**config.mk**
```make
export PLATFORM = sky130hd
export DESIGN_NAME = cpu_datapath
export DESIGN_NICKNAME = d
export VERILOG_FILES = /design/src/rtl/cpu_pkg.sv /design/src/rtl/cpu_datapath_ram16x8.sv /design/src/rtl/cpu_datapath.sv
export SDC_FILE = /design/constraint.sdc
export NUM_CORES = 1
export LEC_CHECK = 0
export ABC_AREA = 1
export CORE_UTILIZATION = 60
export CTS_CLUSTER_DIAMETER = 200
export DETAILED_ROUTE_END_ITERATION = 7
export PLACE_DENSITY = 0.81
export SETUP_SLACK_MARGIN = 0.2
export SYNTH_ARGS = -nofsm -noshare
export SYNTH_HDL_FRONTEND = slang
export SYNTH_SLANG_ARGS = --single-unit
```
**constraint.sdc**
```tcl
create_clock -name clk -period 5.5 [get_ports clk]
set_input_delay 0.825 -clock clk [delete_from_list [all_inputs] [get_ports clk]]
set_output_delay 0.825 -clock clk [all_outputs]
set_load 0.02 [all_outputs]
```
**src/rtl/cpu_pkg.sv**
```systemverilog
// Shared constants, control-strobe bundle and opcodes for the 8-bit CPU datapath and decoder.
package cpu_pkg;
  localparam int DATA_W = 8;
  localparam int ADDR_W = 4;

  localparam logic [3:0] OP_LDA = 4'h1;
  localparam logic [3:0] OP_ADD = 4'h2;
  localparam logic [3:0] OP_OUT = 4'hE;
  localparam logic [3:0] OP_HLT = 4'hF;

  typedef struct packed {
    logic hlt;
    logic mi;
    logic ri;
    logic ro;
    logic io;
    logic ii;
    logic ai;
    logic ao;
    logic sumo;
    logic sub;
    logic bi;
    logic oi;
    logic ce;
    logic co;
    logic j;
  } ctrl_t;
endpackage

```
**src/rtl/cpu_datapath_ram16x8.sv**
```systemverilog
// 16x8 RAM: asynchronous read at MAR, synchronous write muxed between the program port and ri.
// Reset blocks writes but leaves the contents intact.
module ram16x8
  import cpu_pkg::*;
(
  input  logic              clk,
  input  logic              rst,
  input  logic              prog_mode,
  input  logic              prog_we,
  input  logic [ADDR_W-1:0] prog_addr,
  input  logic [DATA_W-1:0] prog_data,
  input  logic              ri_en,
  input  logic [ADDR_W-1:0] mar,
  input  logic [DATA_W-1:0] bus_in,
  output logic [DATA_W-1:0] rd_data
);
  logic [DATA_W-1:0] mem_q [2**ADDR_W];
  logic              wr_en;
  logic [ADDR_W-1:0] wr_addr;
  logic [DATA_W-1:0] wr_data;

  always_comb begin
    wr_en   = 1'b0;
    wr_addr = mar;
    wr_data = bus_in;
    if (rst) begin
      wr_en = 1'b0;
    end else if (prog_mode) begin
      wr_en   = prog_we;
      wr_addr = prog_addr;
      wr_data = prog_data;
    end else begin
      wr_en = ri_en;
    end
  end

  always_ff @(posedge clk) begin
    if (wr_en) mem_q[wr_addr] <= wr_data;
  end

  assign rd_data = mem_q[mar];
endmodule

```
**src/rtl/cpu_datapath.sv**
```systemverilog
// Bus/register datapath of the 8-bit CPU: shared bus, PC, MAR, RAM, IR, A/B, adder/subtractor, OUT.
// Optional CPU_FLAGS_EN adds registered carry/zero flags captured on run-enabled sumo cycles.
module cpu_datapath #(
  parameter int DATA_W = 8,
  parameter int ADDR_W = 4
) (
  input  logic              clk,
  input  logic              rst,
  input  logic              hlt,
  input  logic              mi,
  input  logic              ri,
  input  logic              ro,
  input  logic              io,
  input  logic              ii,
  input  logic              ai,
  input  logic              ao,
  input  logic              sumo,
  input  logic              sub,
  input  logic              bi,
  input  logic              oi,
  input  logic              ce,
  input  logic              co,
  input  logic              j,
  input  logic              prog_mode,
  input  logic              prog_we,
  input  logic [ADDR_W-1:0] prog_addr,
  input  logic [DATA_W-1:0] prog_data,
  output logic [DATA_W-1:0] insn,
  output logic [DATA_W-1:0] bus,
  output logic              bus_err,
  output logic [DATA_W-1:0] out_val,
  output logic              out_valid,
  output logic              halted,
  output logic              cf,
  output logic              zf
);
  import cpu_pkg::*;

  localparam logic [ADDR_W-1:0] PC_ONE = 1;

  ctrl_t             c;
  logic [ADDR_W-1:0] pc_q, pc_d, mar_q, mar_d;
  logic [DATA_W-1:0] ir_q, ir_d, a_q, a_d, b_q, b_d, out_q, out_d;
  logic              out_valid_q, out_valid_d, halted_q, halted_d;
  logic [DATA_W-1:0] ram_rd;
  logic [DATA_W:0]   alu_sum;
  logic [4:0]        drv;
  logic              run_en;

  assign c = {hlt, mi, ri, ro, io, ii, ai, ao, sumo, sub, bi, oi, ce, co, j};

  // prog_mode and a live hlt both freeze every control-driven load.
  assign run_en  = !prog_mode && !halted_q && !c.hlt;
  assign alu_sum = {1'b0, a_q} + {1'b0, (c.sub ? ~b_q : b_q)} + {{DATA_W{1'b0}}, c.sub};

  always_comb begin
    bus = '0;
    if (c.ro)   bus |= ram_rd;
    if (c.io)   bus |= {{(DATA_W-4){1'b0}}, ir_q[3:0]};
    if (c.ao)   bus |= a_q;
    if (c.sumo) bus |= alu_sum[DATA_W-1:0];
    if (c.co)   bus |= {{(DATA_W-ADDR_W){1'b0}}, pc_q};
  end

  assign drv     = {c.ro, c.io, c.ao, c.sumo, c.co};
  assign bus_err = (drv & (drv - 5'd1)) != 5'd0;

  ram16x8 u_ram (
    .clk       (clk),
    .rst       (rst),
    .prog_mode (prog_mode),
    .prog_we   (prog_we),
    .prog_addr (prog_addr),
    .prog_data (prog_data),
    .ri_en     (run_en && c.ri),
    .mar       (mar_q),
    .bus_in    (bus),
    .rd_data   (ram_rd)
  );

  always_comb begin
    pc_d        = pc_q;
    mar_d       = mar_q;
    ir_d        = ir_q;
    a_d         = a_q;
    b_d         = b_q;
    out_d       = out_q;
    out_valid_d = 1'b0;
    halted_d    = halted_q;
    if (rst) begin
      pc_d     = '0;
      mar_d    = '0;
      ir_d     = '0;
      a_d      = '0;
      b_d      = '0;
      out_d    = '0;
      halted_d = 1'b0;
    end else begin
      if (!prog_mode && c.hlt) halted_d = 1'b1;
      if (run_en) begin
        if (c.mi) mar_d = bus[ADDR_W-1:0];
        if (c.ii) ir_d  = bus;
        if (c.ai) a_d   = bus;
        if (c.bi) b_d   = bus;
        if (c.oi) out_d = bus;
        if (c.j)       pc_d = bus[ADDR_W-1:0];
        else if (c.ce) pc_d = pc_q + PC_ONE;
        out_valid_d = c.oi;
      end
    end
  end

  always_ff @(posedge clk) begin
    pc_q        <= pc_d;
    mar_q       <= mar_d;
    ir_q        <= ir_d;
    a_q         <= a_d;
    b_q         <= b_d;
    out_q       <= out_d;
    out_valid_q <= out_valid_d;
    halted_q    <= halted_d;
  end

  assign insn      = ir_q;
  assign out_val   = out_q;
  assign out_valid = out_valid_q;
  assign halted    = halted_q;

`ifdef CPU_FLAGS_EN
  logic cf_q, cf_d, zf_q, zf_d;

  always_comb begin
    cf_d = cf_q;
    zf_d = zf_q;
    if (rst) begin
      cf_d = 1'b0;
      zf_d = 1'b0;
    end else if (run_en && c.sumo) begin
      cf_d = alu_sum[DATA_W];
      zf_d = (alu_sum[DATA_W-1:0] == '0);
    end
  end

  always_ff @(posedge clk) begin
    cf_q <= cf_d;
    zf_q <= zf_d;
  end

  assign cf = cf_q;
  assign zf = zf_q;
`else
  logic unused_carry;
  assign unused_carry = alu_sum[DATA_W];
  assign cf = 1'b0;
  assign zf = 1'b0;
`endif
endmodule
```
==> flow_metrics.env, run 1 <==
export IMPL_status="finished clean"
export IMPL_critPathLaunchType="input port"
export IMPL_timing_final_ws_setup_ns=0.9625
export IMPL_switching_power_uw=821.4
export IMPL_startpoint="sub"
export IMPL_grt_use_total_pct=29.30
export IMPL_maxSlewHeadroom_pct=33.23
export IMPL_antenna_found_initial=0
export IMPL_worstPathArrival_ns=3.71
export IMPL_synth_seq_cells=174
export IMPL_row_count=41
export IMPL_gp_congestion=0.9535
export IMPL_routed_wl_um=19530
export IMPL_internal_power_mw=2.282
export IMPL_dieHeight_um=117.4
export IMPL_final_core_util_pct=71.72
export IMPL_nets=937
export IMPL_synth_flop_cell="edfxtp_1"
export IMPL_viasPerCell=5.724
export IMPL_synthTopCellsByCount="nand2_1 (177), edfxtp_1 (128), inv_1 (106)"
export IMPL_rrSetupSlack_ns=2.46
export IMPL_hp_class="reg -> reg"
export IMPL_finalSetupTns_ns=0
export IMPL_worstPathRequired_ns=4.68
export IMPL_num_vias=6199
export IMPL_grt_max_degree=64
export IMPL_holdWs_ns=0.4922
export IMPL_cts_htree_levels=4
export IMPL_yosys_warnings=0
export IMPL_synth_area_leaders="edfxtp_1 (48%), dfxtp_1 (12%), nand2_1 (8.3%), inv_1 (5.0%), nand3_1 (4.8%)"
export IMPL_grt_pass1_wl_um=30670
export IMPL_synthCells=852
export IMPL_synth_cell_types=38
export IMPL_p_clk_share_pct=38.9
export IMPL_synth_top_area_share_pct=48.11
export IMPL_hold_viol_final=0
export IMPL_postSynthAreaPerCell_um2=9.377
export IMPL_synth_seq_area_share_pct=59.64
export IMPL_cts_tree="yes"
export IMPL_p_leak_nw=3.876
export IMPL_initial_core_util_pct=62.29
export IMPL_peakVddDrop_mv=0.2540
export IMPL_cp_max_fo=8
export IMPL_post_route_min_period_ns=4.537
export IMPL_syn_area_um2=7989
export IMPL_post_dp_hpwl_um=12750
export IMPL_postRouteAntennaNets=0
export IMPL_tightest_slew_ns=1.000
export IMPL_hold_buffers=0
export IMPL_clock_latency_ns=0.44
export IMPL_path_clk_slew_ns=0.07
export IMPL_dr_pass1_iters=5
export IMPL_cts_resized=0
export IMPL_grt_pass1_vias=6056
export IMPL_drive_gt1_share_pct=6.147
export IMPL_die_area_um2=13780
export IMPL_hold_path_end="out_val[6]$_SDFFE_PP0P_"
export IMPL_cts_sinks=174
export IMPL_total_power_mw=3.104
export IMPL_synth_edf_count=128
export IMPL_maxCapViolations=0
export IMPL_share_comb_of_total_power_pct=12.9
export IMPL_rsz0062_at_grt="no"
export IMPL_synthMostInstantiatedCell="nand2_1"
export IMPL_async_flop_share_pct=0
export IMPL_clock_skew_ns=0.01184
export IMPL_clockRootBuffer="clkbuf_16"
export IMPL_cts_buffers_inserted=17
export IMPL_fp_coreArea_um2=12820
export IMPL_whs_path_depth=2
export IMPL_slew_viol_final=0
export IMPL_dp_slack_ns=1.076
export IMPL_hp_start="out_val[6]$_SDFFE_PP0P_"
export IMPL_cellPowerDensity_nw_per_um2=337.5
export IMPL_ios=60
export IMPL_max_freq_ghz=0.2204
export IMPL_die_x_um=117.4
export IMPL_port_buffers=57
export IMPL_wl_per_cell_um=18.03
export IMPL_worst_setup_path_type="in -> out"
export IMPL_power_share_sequential_pct=48.2
export IMPL_drtIter0Drc=699
export IMPL_clock_path_buffers=2
export IMPL_area_growth_pct=15.13
export IMPL_overflow=0
export IMPL_swShare_pct=26.47
export IMPL_synth_top_area_cell="edfxtp_1"
export IMPL_n_antenna_cell=0
export IMPL_r2r_end="u_ram.mem_q[8][6]$_DFFE_PP_"
export IMPL_post_cts_setup_buffers=0
export IMPL_drc_errors=0
export IMPL_finalCritPeriodShare_pct=82.50
export IMPL_ff2ff_path_depth=11
export IMPL_setup_viol_count_final=0
export IMPL_crit_path_end_kind="output port"
-- power by group through the flow --
stage / logic [mW] / registers [mW] / clock network, mW
floorplan: 0.248 / 1.52 / 0
global placement: 0.375 / 1.52 / 0
detailed placement: 0.389 / 1.52 / 0
CTS: 0.395 / 1.49 / 1.21
global route: 0.434 / 1.50 / 1.26
finish: 0.400 / 1.49 / 1.21
-- sequential cells by signal, summed over array words and instances (netlist names), named ones only --
| signal | flops |
|---|---|
| mar_q | 4 |
| out_valid | 1 |
| b_q | 8 |
| u_ram.mem_q | 128 |
| insn | 8 |
| pc_q | 4 |
| out_val | 8 |
| halted | 1 |
| a_q | 8 |
-- placed cells by master (no fill, tap or decap), types with 3 or more instances in the layout --
cell type,instances
buf_4,5
nand2_1,177
dfxtp_1,45
clkinv_1,3
inv_2,3
ha_1,7
nand4_1,8
xor2_1,8
clkinv_4,6
clkdlybuf4s50_1,57
inv_1,106
nor2_1,97
a21oi_1,20
nand2_2,5
o21bai_1,13
edfxtp_1,128
o211ai_1,4
nand3_2,6
o21a_1,11
o21ai_0,66
o21ai_1,14
nand3_1,76
clkbuf_16,17
-- per-stage QoR --
step	instance area [µm²]	instances
global route	9198	1083
finish	9198	1083
CTS	9198	1083
floorplan	7993	853
detailed placement	8607	1051
global placement	8607	1051
-- final cells by class --
cell class | instances | area, µm²
Sequential cell | 174 | 4766
Fill cell | 894 | 3627
Multi-Input combinational cell | 532 | 2601
Timing Repair Buffer | 62 | 608.1
Clock buffer | 17 | 425.4
Inverter | 111 | 416.7
Tap cell | 172 | 215.2
Clock inverter | 15 | 165.2
-- worst max-delay path, cell delays in order --
cell and delay (ns):
clkdlybuf4s50_1 0.75, xor2_1 0.29, fa_1 0.47, nand2_1 0.10
nand2_1 0.06, a221oi_1 0.39, nand2_2 0.23, clkdlybuf4s50_1 0.59
-- layer usage --
layer	track usage [%]	share of wire, %	vias to the layer above
met2	46.49	48	309
li1	-	-	2916
met3	5.739	8.0	51
met4	14.12	2.8	0
met5	0	0	-
met1	38.78	41	2923
-- worst max-delay path by stage --
stage                   to  cells after the start
floorplan           bus[1]                      7
global placement    bus[4]                      9
detailed placement  bus[1]                      8
CTS                 bus[1]                      8
global route        bus[4]                      9
finish              bus[1]                      8
-- cell families (layout without fill, tap and decap cells) --
family          after synthesis  count (layout)  synth area share (%)
simple gates                373             373                 19.87
flops                       174             174                 59.64
buf+inv                     147             205                 7.847
compound gates              136             136                 9.679
xor+xnor                     10              10                 1.096
fa+ha+maj                     8               8                 1.347
mux                           3               3                0.4698
other cells                   1               2               0.04694
Power figures use the tool's default switching activity.
==> run 2, diff against run 1 <==
CORE_UTILIZATION = 59   (was 60)
PLACE_DENSITY = 0.8   (was 0.81)
clock period = 4.4 ns   (was 5.5 ns; I/O delays follow)
==> flow_metrics.env, run 2 (synthesized netlist as in run 1, its figures left out) <==
export IMPL_cts_tree="yes"
export IMPL_largest_register="u_ram.mem_q"
export IMPL_grt_use_total_pct=28.12
export IMPL_fillers=996
export IMPL_drt_met1_wl_um=7880
export IMPL_hp_class="reg -> reg"
export IMPL_timing_final_ws_setup_ns=0.6543
export IMPL_port_buffers=57
export IMPL_largest_register_ffs=128
export IMPL_ff2ff_path_depth=10
export IMPL_num_vias=6063
export IMPL_maxSlewHeadroom_pct=40.96
export IMPL_path_clk_slew_ns=0.06
export IMPL_worstPathArrival_ns=3.09
export IMPL_die_area_um2=14010
export IMPL_cts_sinks=174
export IMPL_cellPowerDensity_nw_per_um2=410.9
export IMPL_finalNonFillerCells=1107
export IMPL_cts_buffers_inserted=17
export IMPL_rrSetupSlack_ns=1.55
export IMPL_post_route_min_period_ns=3.746
export IMPL_critPathTopFamily="buffers and inverters"
export IMPL_post_dp_hpwl_um=12120
export IMPL_grt_pass1_wl_um=29570
export IMPL_row_count=42
export IMPL_nets=958
export IMPL_crit_path_end_kind="output port"
export IMPL_hold_viol_final=0
export IMPL_fp_coreArea_um2=13240
export IMPL_worstPathCellList="inv_2 -> buf_4 -> nand2_1 -> nand3_1 -> nand3_1 -> nand3_1 -> nand2_1 -> nand2_1 -> nand2_2 -> clkdlybuf4s50_1"
export IMPL_dp_cells=1076
export IMPL_dieHeight_um=118.4
export IMPL_antenna_found_initial=0
export IMPL_maxCapViolations=0
export IMPL_holdWs_ns=0.4761
export IMPL_setup_viol_count_final=0
export IMPL_layout_common_cells="nand2_1 (177), edfxtp_1 (128), inv_1 (106)"
export IMPL_drive_gt1_share_pct=7.734
export IMPL_overflow=0
export IMPL_viasPerCell=5.477
export IMPL_multi_input_area_um2=2601
export IMPL_finalCritPeriodShare_pct=85.13
export IMPL_met2WireLength_um=8736
export IMPL_peakVddDrop_mv=0.2853
export IMPL_r2r_end="u_ram.mem_q[11][5]$_DFFE_PP_"
export IMPL_top_layer_used="met4"
export IMPL_slowest_stage="dfxtp_2"
export IMPL_drc_errors=0
export IMPL_dp_slack_ns=0.3392
export IMPL_final_core_util_pct=70.62
export IMPL_gp_congestion=0.8591
export IMPL_cts_resized=0
export IMPL_worstPathRequired_ns=3.74
export IMPL_post_cts_setup_buffers=0
export IMPL_worst_setup_path_type="reg -> out"
export IMPL_slew_viol_final=0
export IMPL_cp_buffers_inverters=3
export IMPL_hp_start="out_val[6]$_SDFFE_PP0P_"
export IMPL_slowest_delay_ns=0.63
export IMPL_postRouteAntennaNets=0
export IMPL_dr_pass1_iters=6
export IMPL_wl_per_cell_um=16.57
export IMPL_max_freq_ghz=0.2670
export IMPL_finalSetupTns_ns=0
export IMPL_grt_pass1_vias=5775
export IMPL_ios=60
export IMPL_clock_latency_ns=0.43
export IMPL_die_x_um=118.4
export IMPL_final_common_cell="nand2_1"
export IMPL_cts_htree_levels=4
export IMPL_routed_wl_um=18340
export IMPL_n_antenna_cell=0
export IMPL_status="finished clean"
export IMPL_hold_buffers=0
export IMPL_dr_wl_met3_um=1353
export IMPL_critPathLaunchType="register"
export IMPL_rsz0062_at_grt="no"
export IMPL_whs_path_depth=2
export IMPL_area_growth_pct=17.06
export IMPL_regArea_um2=4766
export IMPL_drtIter0Drc=639
export IMPL_clockRootBuffer="clkbuf_16"
export IMPL_clock_path_buffers=2
export IMPL_clock_skew_ns=0.007379
export IMPL_tightest_slew_ns=0.8846
export IMPL_grt_max_degree=42
export IMPL_initial_core_util_pct=60.33
export IMPL_cp_max_fo=27
export IMPL_p_leak_nw=3.979
export IMPL_hold_path_end="out_val[6]$_SDFFE_PP0P_"
run 2: changes by cell type in the layout (fill, tap and decap cells not counted):
cell             before  now
buf_4                 5   26
clkinv_4              6    2
clkbuf_1              0    2
clkinv_1              3    5
clkinvlp_4            1    3
inv_8                 2    0
bufinv_16             2    3
clkdlybuf4s50_1      57   56
clkinv_2              2    1
dlymetal6s2s_1        0    1
inv_6                 1    0
run 2: how the worst max path moves through the flow:
| stage | start | to | slack (ns) | depth (start not counted) |
|---|---|---|---|---|
| 2_1_floorplan | sub | bus[1] | 1.66 | 7 |
| 3_3_place_gp | sub | bus[4] | 0.35 | 9 |
| 3_5_place_dp | sub | bus[4] | 0.34 | 9 |
| 4_1_cts | sub | bus[4] | 0.32 | 9 |
| 5_1_grt | register | bus[4] | 0.42 | 8 |
| 6_report | register | bus[2] | 0.65 | 10 |
run 2: cell type report:
type	instances	share of cell area, %
flip-flops and latches	174	50.96
multi-input cells	532	27.82
repair buffers	83	8.215
clock buffers	19	4.629
inverters	111	4.455
well taps	176	2.355
clock inverters	12	1.565
run 2: metal layers:
| layer | up-vias | GRT usage, % |
|---|---|---|
| met5 | - | 0 |
| met4 | 0 | 11.30 |
| li1 | 2960 | - |
| met2 | 251 | 44.89 |
| met3 | 30 | 4.778 |
| met1 | 2822 | 38.43 |
run 2: metrics by stage:
stage	total power [mW]	instance area, µm²
global route	3.976	9351
finish	3.843	9351
detailed placement	2.394	8770
CTS	3.847	9349
global placement	2.387	8770
floorplan	2.211	7993
run 2: tightest hold or removal path, stage by stage (launching register included):
cell and delay, ns:
dfxtp_1 0.31, nand3_1 0.07, nand2_1 0.05
run 2: power breakdown:
| group | switching [mW] | internal [mW] |
|---|---|---|
| sequential | 0.0207 | 1.84 |
| combinational | 0.334 | 0.171 |
| clock | 0.591 | 0.883 |
